[config.mk]
export PLATFORM = sky130hd
export DESIGN_NAME = enc_mac_sequencer
export DESIGN_NICKNAME = d
export VERILOG_FILES = /design/src/rtl/enc_pkg.sv /design/src/rtl/enc_mac_unit.sv /design/src/rtl/fixed_point_add.sv /design/src/rtl/fixed_point_multiply.sv /design/src/rtl/enc_mac_sequencer.sv
export SDC_FILE = /design/constraint.sdc
export NUM_CORES = 2
export LEC_CHECK = 0
export CAP_MARGIN = 10
export CORE_AREA = 4 4 517 519
export CTS_CLUSTER_SIZE = 8
export DETAILED_ROUTE_END_ITERATION = 7
export DIE_AREA = 0 0 521 523
export PLACE_DENSITY_LB_ADDON = 0.08
export REMOVE_ABC_BUFFERS = 1
export SYNTH_ARGS = -nofsm -noshare
export SYNTH_HDL_FRONTEND = slang
export SYNTH_SLANG_ARGS = --single-unit
[constraint.sdc]
create_clock -name clk -period 47.4 [get_ports clk]
set_clock_uncertainty 0.2 [all_clocks]
set_input_delay 14.22 -clock clk [delete_from_list [all_inputs] [get_ports clk]]
set_output_delay 14.22 -clock clk [all_outputs]
set_load 0.1 [all_outputs]
[src/rtl/enc_pkg.sv]
// Shared definitions for the encoder dense-layer sequencer.
// Holds the sequencer state encoding, the Q8.8 fixed-point constants used by
// fixed_point_multiply / fixed_point_add, and a helper that sizes counters.
package enc_pkg;

    // Sequencer states: IDLE=0, MAC=1, BIAS=2, DONE=3
    typedef enum logic [1:0] {
        IDLE = 2'd0,
        MAC  = 2'd1,
        BIAS = 2'd2,
        DONE = 2'd3
    } state_e;

    // Q8.8 format: 8 fractional bits, 1.0 = 16'h0100
    localparam int          FRAC_BITS = 8;
    localparam logic [15:0] ONE       = 16'h0100;

    // Width of an index counter covering 0..n-1, never narrower than one bit
    function automatic int ctr_width(input int n);
        return (n > 1) ? $clog2(n) : 1;
    endfunction

endpackage

[src/rtl/enc_mac_unit.sv]
// Combinational multiply-accumulate slice shared by every output of the
// sequencer: result = add(mul(a, b), c).
// Ports:
//   a      in  BITSIZE  multiplicand
//   b      in  BITSIZE  multiplier
//   c      in  BITSIZE  addend (running accumulator)
//   result out BITSIZE  a*b + c in fixed point
module enc_mac_unit #(
    parameter int BITSIZE = 16
) (
    input  logic [BITSIZE-1:0] a,
    input  logic [BITSIZE-1:0] b,
    input  logic [BITSIZE-1:0] c,
    output logic [BITSIZE-1:0] result
);

    logic [BITSIZE-1:0] product;

    fixed_point_multiply #(.BITSIZE(BITSIZE)) u_mul (
        .a      (a),
        .b      (b),
        .result (product)
    );

    fixed_point_add #(.BITSIZE(BITSIZE)) u_add (
        .a      (product),
        .b      (c),
        .result (result)
    );

endmodule

[src/rtl/fixed_point_add.sv]
// Fixed-point adder. Two's-complement addition modulo 2^BITSIZE; overflow
// wraps, there is no saturation.
// Ports:
//   a      in  BITSIZE  first addend
//   b      in  BITSIZE  second addend
//   result out BITSIZE  a+b (wrapped)
module fixed_point_add #(
    parameter int BITSIZE = 16
) (
    input  logic [BITSIZE-1:0] a,
    input  logic [BITSIZE-1:0] b,
    output logic [BITSIZE-1:0] result
);

    assign result = a + b;

endmodule

[src/rtl/fixed_point_multiply.sv]
// Signed fixed-point multiplier (Q8.8 with the default width).
// The full-width signed product is shifted right by FRAC_BITS (arithmetic,
// i.e. rounding toward minus infinity) and truncated to BITSIZE bits, so an
// out-of-range product wraps rather than saturates.
// Ports:
//   a      in  BITSIZE  multiplicand
//   b      in  BITSIZE  multiplier
//   result out BITSIZE  a*b in the same fixed-point format
module fixed_point_multiply
    import enc_pkg::*;
#(
    parameter int BITSIZE = 16
) (
    input  logic [BITSIZE-1:0] a,
    input  logic [BITSIZE-1:0] b,
    output logic [BITSIZE-1:0] result
);

    logic signed [2*BITSIZE-1:0] product;

    // Both operands are sign-extended to the product width before multiplying
    assign product = (2*BITSIZE)'($signed(a)) * (2*BITSIZE)'($signed(b));
    assign result  = BITSIZE'(product >>> FRAC_BITS);

endmodule

[src/rtl/enc_mac_sequencer.sv]
// Time-multiplexed dense layer y = W*x + b for the encoder path.
// One shared MAC slice is stepped through every (output j, input i) pair;
// each output finishes with one bias cycle that writes y_j.
// Ports:
//   clk    in  1                    rising-edge clock
//   reset  in  1                    synchronous active-high reset
//   start  in  1                    run request, taken only in IDLE
//   x      in  BITSIZE*N_IN         input vector, element i at [i*BITSIZE +: BITSIZE]
//   w      in  BITSIZE*N_IN*N_OUT   weights, w[j][i] at [(j*N_IN+i)*BITSIZE +: BITSIZE]
//   b      in  BITSIZE*N_OUT        bias, element j at [j*BITSIZE +: BITSIZE]
//   busy   out 1                    a run is in progress (MAC/BIAS/DONE)
//   done   out 1                    one-cycle pulse, all outputs written
//   valid  out 1                    y holds a complete result
//   y      out BITSIZE*N_OUT        result register bank
module enc_mac_sequencer
    import enc_pkg::*;
#(
    parameter int BITSIZE = 16,
    parameter int N_IN    = 10,
    parameter int N_OUT   = 6
) (
    input  logic                       clk,
    input  logic                       reset,
    input  logic                       start,
    input  logic [BITSIZE*N_IN-1:0]    x,
    input  logic [BITSIZE*N_IN*N_OUT-1:0] w,
    input  logic [BITSIZE*N_OUT-1:0]   b,
    output logic                       busy,
    output logic                       done,
    output logic                       valid,
    output logic [BITSIZE*N_OUT-1:0]   y
);

    localparam int IW = ctr_width(N_IN);
    localparam int JW = ctr_width(N_OUT);
    localparam logic [IW-1:0] I_LAST = IW'(N_IN - 1);
    localparam logic [JW-1:0] J_LAST = JW'(N_OUT - 1);

    state_e             state_q, state_d;
    logic [IW-1:0]      i_q, i_d;
    logic [JW-1:0]      j_q, j_d;
    logic [BITSIZE-1:0] acc_q, acc_d;
    logic               valid_q, valid_d;
    logic               load_en;
    logic               y_we;

    // Operand copies so the caller may change x/w/b once a run has started
    logic [BITSIZE-1:0] x_q [N_IN];
    logic [BITSIZE-1:0] w_q [N_OUT][N_IN];
    logic [BITSIZE-1:0] b_q [N_OUT];
    logic [BITSIZE-1:0] y_q [N_OUT];

    logic [BITSIZE-1:0] mac_a, mac_b, mac_res, y_new;

    // Outside MAC the multiplier sees zeros, so the slice passes acc through
    // unchanged; BIAS relies on this to add b_j with the second adder below.
    always_comb begin
        mac_a = '0;
        mac_b = '0;
        if (state_q == MAC) begin
            mac_a = x_q[i_q];
            mac_b = w_q[j_q][i_q];
        end
    end

    enc_mac_unit #(.BITSIZE(BITSIZE)) u_mac (
        .a      (mac_a),
        .b      (mac_b),
        .c      (acc_q),
        .result (mac_res)
    );

    fixed_point_add #(.BITSIZE(BITSIZE)) u_bias_add (
        .a      (mac_res),
        .b      (b_q[j_q]),
        .result (y_new)
    );

    // Next-state logic: walks i within an output, then closes the output with
    // a bias cycle; valid rises together with the DONE pulse.
    always_comb begin
        state_d = state_q;
        i_d     = i_q;
        j_d     = j_q;
        acc_d   = acc_q;
        valid_d = valid_q;
        load_en = 1'b0;
        y_we    = 1'b0;
        case (state_q)
            IDLE: begin
                if (start) begin
                    load_en = 1'b1;
                    i_d     = '0;
                    j_d     = '0;
                    acc_d   = '0;
                    valid_d = 1'b0;
                    state_d = MAC;
                end
            end
            MAC: begin
                acc_d = mac_res;
                if (i_q == I_LAST) begin
                    state_d = BIAS;
                end else begin
                    i_d = i_q + 1'b1;
                end
            end
            BIAS: begin
                y_we  = 1'b1;
                acc_d = '0;
                i_d   = '0;
                if (j_q == J_LAST) begin
                    state_d = DONE;
                    valid_d = 1'b1;
                end else begin
                    j_d     = j_q + 1'b1;
                    state_d = MAC;
                end
            end
            DONE: begin
                state_d = IDLE;
            end
            default: begin
                state_d = IDLE;
            end
        endcase
    end

    // State, counters, operand capture and the y bank; reset clears it all
    always_ff @(posedge clk) begin
        if (reset) begin
            state_q <= IDLE;
            i_q     <= '0;
            j_q     <= '0;
            acc_q   <= '0;
            valid_q <= 1'b0;
            for (int i = 0; i < N_IN; i++) begin
                x_q[i] <= '0;
            end
            for (int j = 0; j < N_OUT; j++) begin
                b_q[j] <= '0;
                y_q[j] <= '0;
                for (int i = 0; i < N_IN; i++) begin
                    w_q[j][i] <= '0;
                end
            end
        end else begin
            state_q <= state_d;
            i_q     <= i_d;
            j_q     <= j_d;
            acc_q   <= acc_d;
            valid_q <= valid_d;
            if (load_en) begin
                for (int i = 0; i < N_IN; i++) begin
                    x_q[i] <= x[i*BITSIZE +: BITSIZE];
                end
                for (int j = 0; j < N_OUT; j++) begin
                    b_q[j] <= b[j*BITSIZE +: BITSIZE];
                    for (int i = 0; i < N_IN; i++) begin
                        w_q[j][i] <= w[(j*N_IN+i)*BITSIZE +: BITSIZE];
                    end
                end
            end
            if (y_we) begin
                y_q[j_q] <= y_new;
            end
        end
    end

    for (genvar g = 0; g < N_OUT; g++) begin : g_y
        assign y[g*BITSIZE +: BITSIZE] = y_q[g];
    end

    assign busy  = (state_q != IDLE);
    assign done  = (state_q == DONE);
    assign valid = valid_q;

endmodule

# Yosys cells after proc, flatten, opt, wreduce, memory -nomap -nowiden
# Memory sizes are Yosys's and may differ from the RTL's. A register that Yosys moved wholly into a read port is not among the register bits.
# Index checks and enable logic that the tools add are counted.
[word_totals]
word_cells = 228
ram_bits = 1312
output_inout_bits = 99
regBits = 26
memories = 4
latch_bits = 0
romBits = 0
input_bits = 1219
[classes]
n_eq_ne = 10
n_mul = 1
order_cmp = 1
add_sub_neg = 4
n_reduce_logical = 10
bitwise_logic = 77
shift = 0
muxes = 116
div_mod_pow = 0
[mem_list]
columns = ["name", "words", "width", "read_ports", "rd_ports_with_merged_regs", "wr", "line_no", "text"]
rows = [
  ["w_q", 6, 160, 1, 1, 6, "enc_mac_sequencer.sv:49", "logic [BITSIZE-1:0] w_q [N_OUT][N_IN];"],
  ["x_q", 10, 16, 1, 1, 10, "enc_mac_sequencer.sv:48", "logic [BITSIZE-1:0] x_q [N_IN];"],
  ["b_q", 6, 16, 1, 1, 6, "enc_mac_sequencer.sv:50", "logic [BITSIZE-1:0] b_q [N_OUT];"],
  ["y_q", 6, 16, 6, 0, 6, "enc_mac_sequencer.sv:51", "logic [BITSIZE-1:0] y_q [N_OUT];"],
]
[ops]
columns = ["operator", "count"]
rows = [
  ["$mux W16", 82],
  ["$or A1 B1 Y1", 76],
  ["$bmux W16 S4", 1],
  ["$pmux W16 S3", 1],
  ["$add A16 B16 Y16", 2],
  ["$mul A16 B16 Y24", 1],
  ["$mux W3", 7],
  ["$mux W4", 4],
  ["$reduce_or A16 Y1", 1],
  ["$mux W1", 14],
  ["$pmux W4 S3", 1],
  ["$reduce_and A3 Y1", 3],
  ["$ne A2 B2 Y1 const B", 4],
  ["$pmux W2 S4", 1],
  ["$mux W2", 3],
  ["$pmux W3 S2", 1],
  ["$ge A5 B5 Y1 const B", 1],
  ["$not A4 Y5", 1],
  ["$add A4 B1 Y4 const B", 1],
  ["$eq A2 B2 Y1 const B", 2],
  ["$eq A4 B4 Y1 const B", 1],
  ["$reduce_and A2 Y1", 2],
  ["$reduce_bool A2 Y1", 2],
  ["$add A3 B1 Y3 const B", 1],
  ["6 further kinds", 6],
]

# Logic depth before layout (Yosys ltp)
[logic_depth]
ltp_word = 9
mapped_depth = 53
depth_no_buf = 43

# Modules after synthesis
# From an unflattened synthesis, not the netlist that was laid out.
[hier_totals]
hier_cells = 4826
area_unflattened_um2 = 68401.9
[modules_own_cells]
columns = ["module", "area_each_um2", "cells_each", "seq_area_each_um2", "instances"]
rows = [
  ["enc_mac_sequencer", 59208.0, 3750, 40058.4, 1],
  ["fixed_point_multiply", 7582.3, 868, 0.0, 1],
  ["fixed_point_add", 805.8, 104, 0.0, 2],
]

# Least setup slack after synthesis
# Ideal clock, no wire load.
[synth_path]
kind = "input to register"
start = "input reset"
end = "register with a tool-made name"
path_buffers = 1
required_time_ns = 46.002
setup_slack_ns = 6.819
arrival_ns = 39.183
cell_stages = 3
cell_sequence = "clkbuf_1 a21o_1 nor2_1"
[synth_rtl]
columns = ["item", "line_no", "text"]
rows = [
  ["start: declaration", "enc_mac_sequencer.sv:23", "input logic reset,"],
]

==> results.json <==
{
  "whs_ps": 301.9,
  "cp_cell_sequence": "clkdlybuf4s50_1, a21o_4, buf_12, buf_4, buf_4, buf_4, buf_4",
  "hold_start": "valid",
  "wl_met3_um": 17560,
  "yosysWarnings": 0,
  "clockBufferDepth": 3,
  "wl_per_cell_um": 28.10,
  "slew_headroom": 0.1891,
  "critPathLaunchType": "primary input",
  "path_class": "in2reg",
  "synth_fa_ha_area_frac": 0.07508,
  "ys_ff_latch": 1345,
  "post_cts.repair.setup_buffers": 0,
  "grt_pass1_wl_um": 373200,
  "cpLargestDelayFamily": "buffers and inverters",
  "avgSynthCellArea_um2": 14.22,
  "placed_cell_area_um2": 85160,
  "grt_usage": 0.1959,
  "leakage_uw": 0.03353,
  "worstSkewPairLatency_ps": 810,
  "crit_path_end_kind": "register",
  "core_area_um2": 262000,
  "cts_tree": "done",
  "synth_flop_cell": "edfxtp_1",
  "gp_congestion": 0.7998,
  "drv_slew": 0,
  "postCtsHoldBufs": 0,
  "synth_edf_count": 1312,
  "n_fill_cell": 25799,
  "antenna_found_initial": 212,
  "die_h_um": 523,
  "wirelength_um": 273000,
  "cp_max_fo": 164,
  "fin_setup_tns_ps": 0,
  "port_buffers": 1317,
  "drive_above_1_share": 0.1083,
  "synth-simple-area-share": 0.1523,
  "synthArstFlopShare": 0,
  "min_to": "valid",
  "irDropWorstVdd_mv": 0.03186,
  "numCtsBuffers": 189,
  "path_buf_inv": 6,
  "initial_utilization": 0.2600,
  "period_share": 0.4056,
  "timing.rr.end": "y_q[2][13]",
  "h-tree-depth": 4,
  "fmax_mhz": 52.01,
  "finalInstanceArea_um2": 90550,
  "post_cts_resize_count": 0,
  "netlist_area_um2": 68120,
  "synth_compound_area_frac": 0.02904,
  "wirelength_met1_um": 109300,
  "vias": 43467,
  "crit_top_cell": "buf_4",
  "synthDominantCellAreaShare": 0.5783,
  "dpl.hpwl_um": 207600,
  "cap_violations": 0,
  "layoutNonFillerInstCount": 9715,
  "area_growth_syn_to_layout_pct": 32.93,
  "drt_pass1_iterations": 6,
  "synthMuxAreaShare": 0.1115,
  "post-route-drc-count": 0,
  "worstPathArrival_ps": 19460,
  "yosysMostFrequentCell": "edfxtp_1",
  "synth_area_leaders": "edfxtp_1 58%, and2_1 11%, mux4_2 8.9%",
  "crit_slowest_cell": "buf_4",
  "via_per_inst": 4.474,
  "hold_depth": 2,
  "hold_viol": 0,
  "synth_xor_area_frac": 0.009202,
  "setup_viol": 0,
  "crit_required_ps": 47630,
  "wl_met2_um": 138300,
  "rows": 188,
  "ios": 1318,
  "power_density_nw_per_um2": 35.88,
  "slowest_delay_ps": 840,
  "period_needed_ps": 19230,
  "path_clk_slew_ps": 50,
  "routed.top_layer": "met5",
  "cts_sinks": 1345,
  "ant_nets": 0,
  "yosysTopAreaCell": "edfxtp_1",
  "reg2reg_depth": 44,
  "synth_top_family_by_area": "simple AND/OR/NAND/NOR gates",
  "grt_setup_unrepaired": "false",
  "die_w_um": 521,
  "grt_pass1_vias": 46497,
  "grt.overflow.total": 0,
  "ff2ff_setup_slack_ps": 33260,
  "tightest_slew_ps": 1213,
  "synth_cell_type_count": 86,
  "die-area_um2": 272500,
  "final_nets": 7613,
  "ys_seq_area_frac": 0.5880,
  "holdCritPathClass": "reg2reg",
  "netlist_instances": 4791,
  "outcome": "finished clean",
  "synth_common_cells": "1,312 x edfxtp_1, 1,230 x and2_1, 279 x inv_1",
  "dp.cells": 9422,
  "root_buffer": "clkbuf_16",
  "drt_iter0_markers": 2896,
  "grt_max_degree": 263
}
state kept, by name, indices dropped and copies added, names as in the netlist, named ones only:
| register | cells |
|---|---|
| y_q | 96 |
| valid | 1 |
| i_q | 4 |
| x_q | 160 |
| b_q | 96 |
| j_q | 3 |
| w_q | 960 |
| state_q | 2 |
| acc_q | 16 |
worst register-to-register path: cells and delay by family, from the launching register on:
kind | cells | cell delay, ps
adder cells (fa/ha/maj) | 9 | 3660
buffers and inverters | 9 | 3080
XOR/XNOR | 3 | 640
AND/OR/NAND/NOR | 6 | 1520
AO/OA/AOI/OAI | 16 | 3530
flip-flops | 1 | 630
multiplexers | 1 | 700
worst max path at each step:
stage,start,endpoint,slack (ps),depth (start not counted)
detailed placement,start,w_q[0][38],27180,7
global route,start,w_q[0][24],27860,7
finish,start,w_q[2][100],28170,7
global placement,start,w_q[1][38],27180,7
floorplan,reset,b_q[0][0],-7090,2
CTS,start,w_q[2][29],28100,7
cells by family after synthesis:
group                    count (synthesis)
XOR/XNOR                                65
flip-flops                            1345
AND/OR/NAND/NOR                       1852
buffers and inverters                  566
multiplexers                           380
adder cells (fa/ha/maj)                296
AO/OA/AOI/OAI                          287
per-stage QoR:
stage	utilization	total power, uW	worst slack [ps]
3_5_place_dp	0.3250	2034	27180
2_1_floorplan	-	1854	-7091
6_report	0.3456	3249	28170
4_1_cts	0.3451	3312	28100
3_3_place_gp	0.3250	2031	27180
5_1_grt	0.3452	3405	27860
area by class of cell:
| type | instances | area, um2 | share of cell area |
|---|---|---|---|
| clock buffers | 222 | 4896 | 0.05407 |
| well taps | 3515 | 4398 | 0.04857 |
| repair buffers | 1402 | 13870 | 0.1532 |
| clock inverters | 19 | 365.4 | 0.004035 |
| inverters | 280 | 1060 | 0.01170 |
| flip-flops and latches | 1345 | 40090 | 0.4427 |
| diodes | 52 | 130.1 | 0.001437 |
| multi-input cells | 2880 | 25740 | 0.2843 |
placed cells by master, fill, tap and decap left out, drive strengths merged, types with 108 or more instances in the layout:
| master | n |
|---|---|
| fa | 188 |
| mux4 | 292 |
| nor2 | 253 |
| ha | 108 |
| clkbuf | 222 |
| inv | 282 |
| nand2 | 209 |
| and2 | 1230 |
| clkdlybuf4s50 | 1314 |
| edfxtp | 1312 |
layer usage:
layer | GRT usage | vias up
met1 | 0.2376 | 21786
met4 | 0.04720 | 90
li1 | - | 19597
met2 | 0.3456 | 1450
met5 | 0 | -
met3 | 0.05215 | 544
power breakdown:
part	switching (uW)	internal, uW
Clock	526	726
Combinational	304	264
Sequential	26.9	1400
Power figures use the tool's default switching activity.
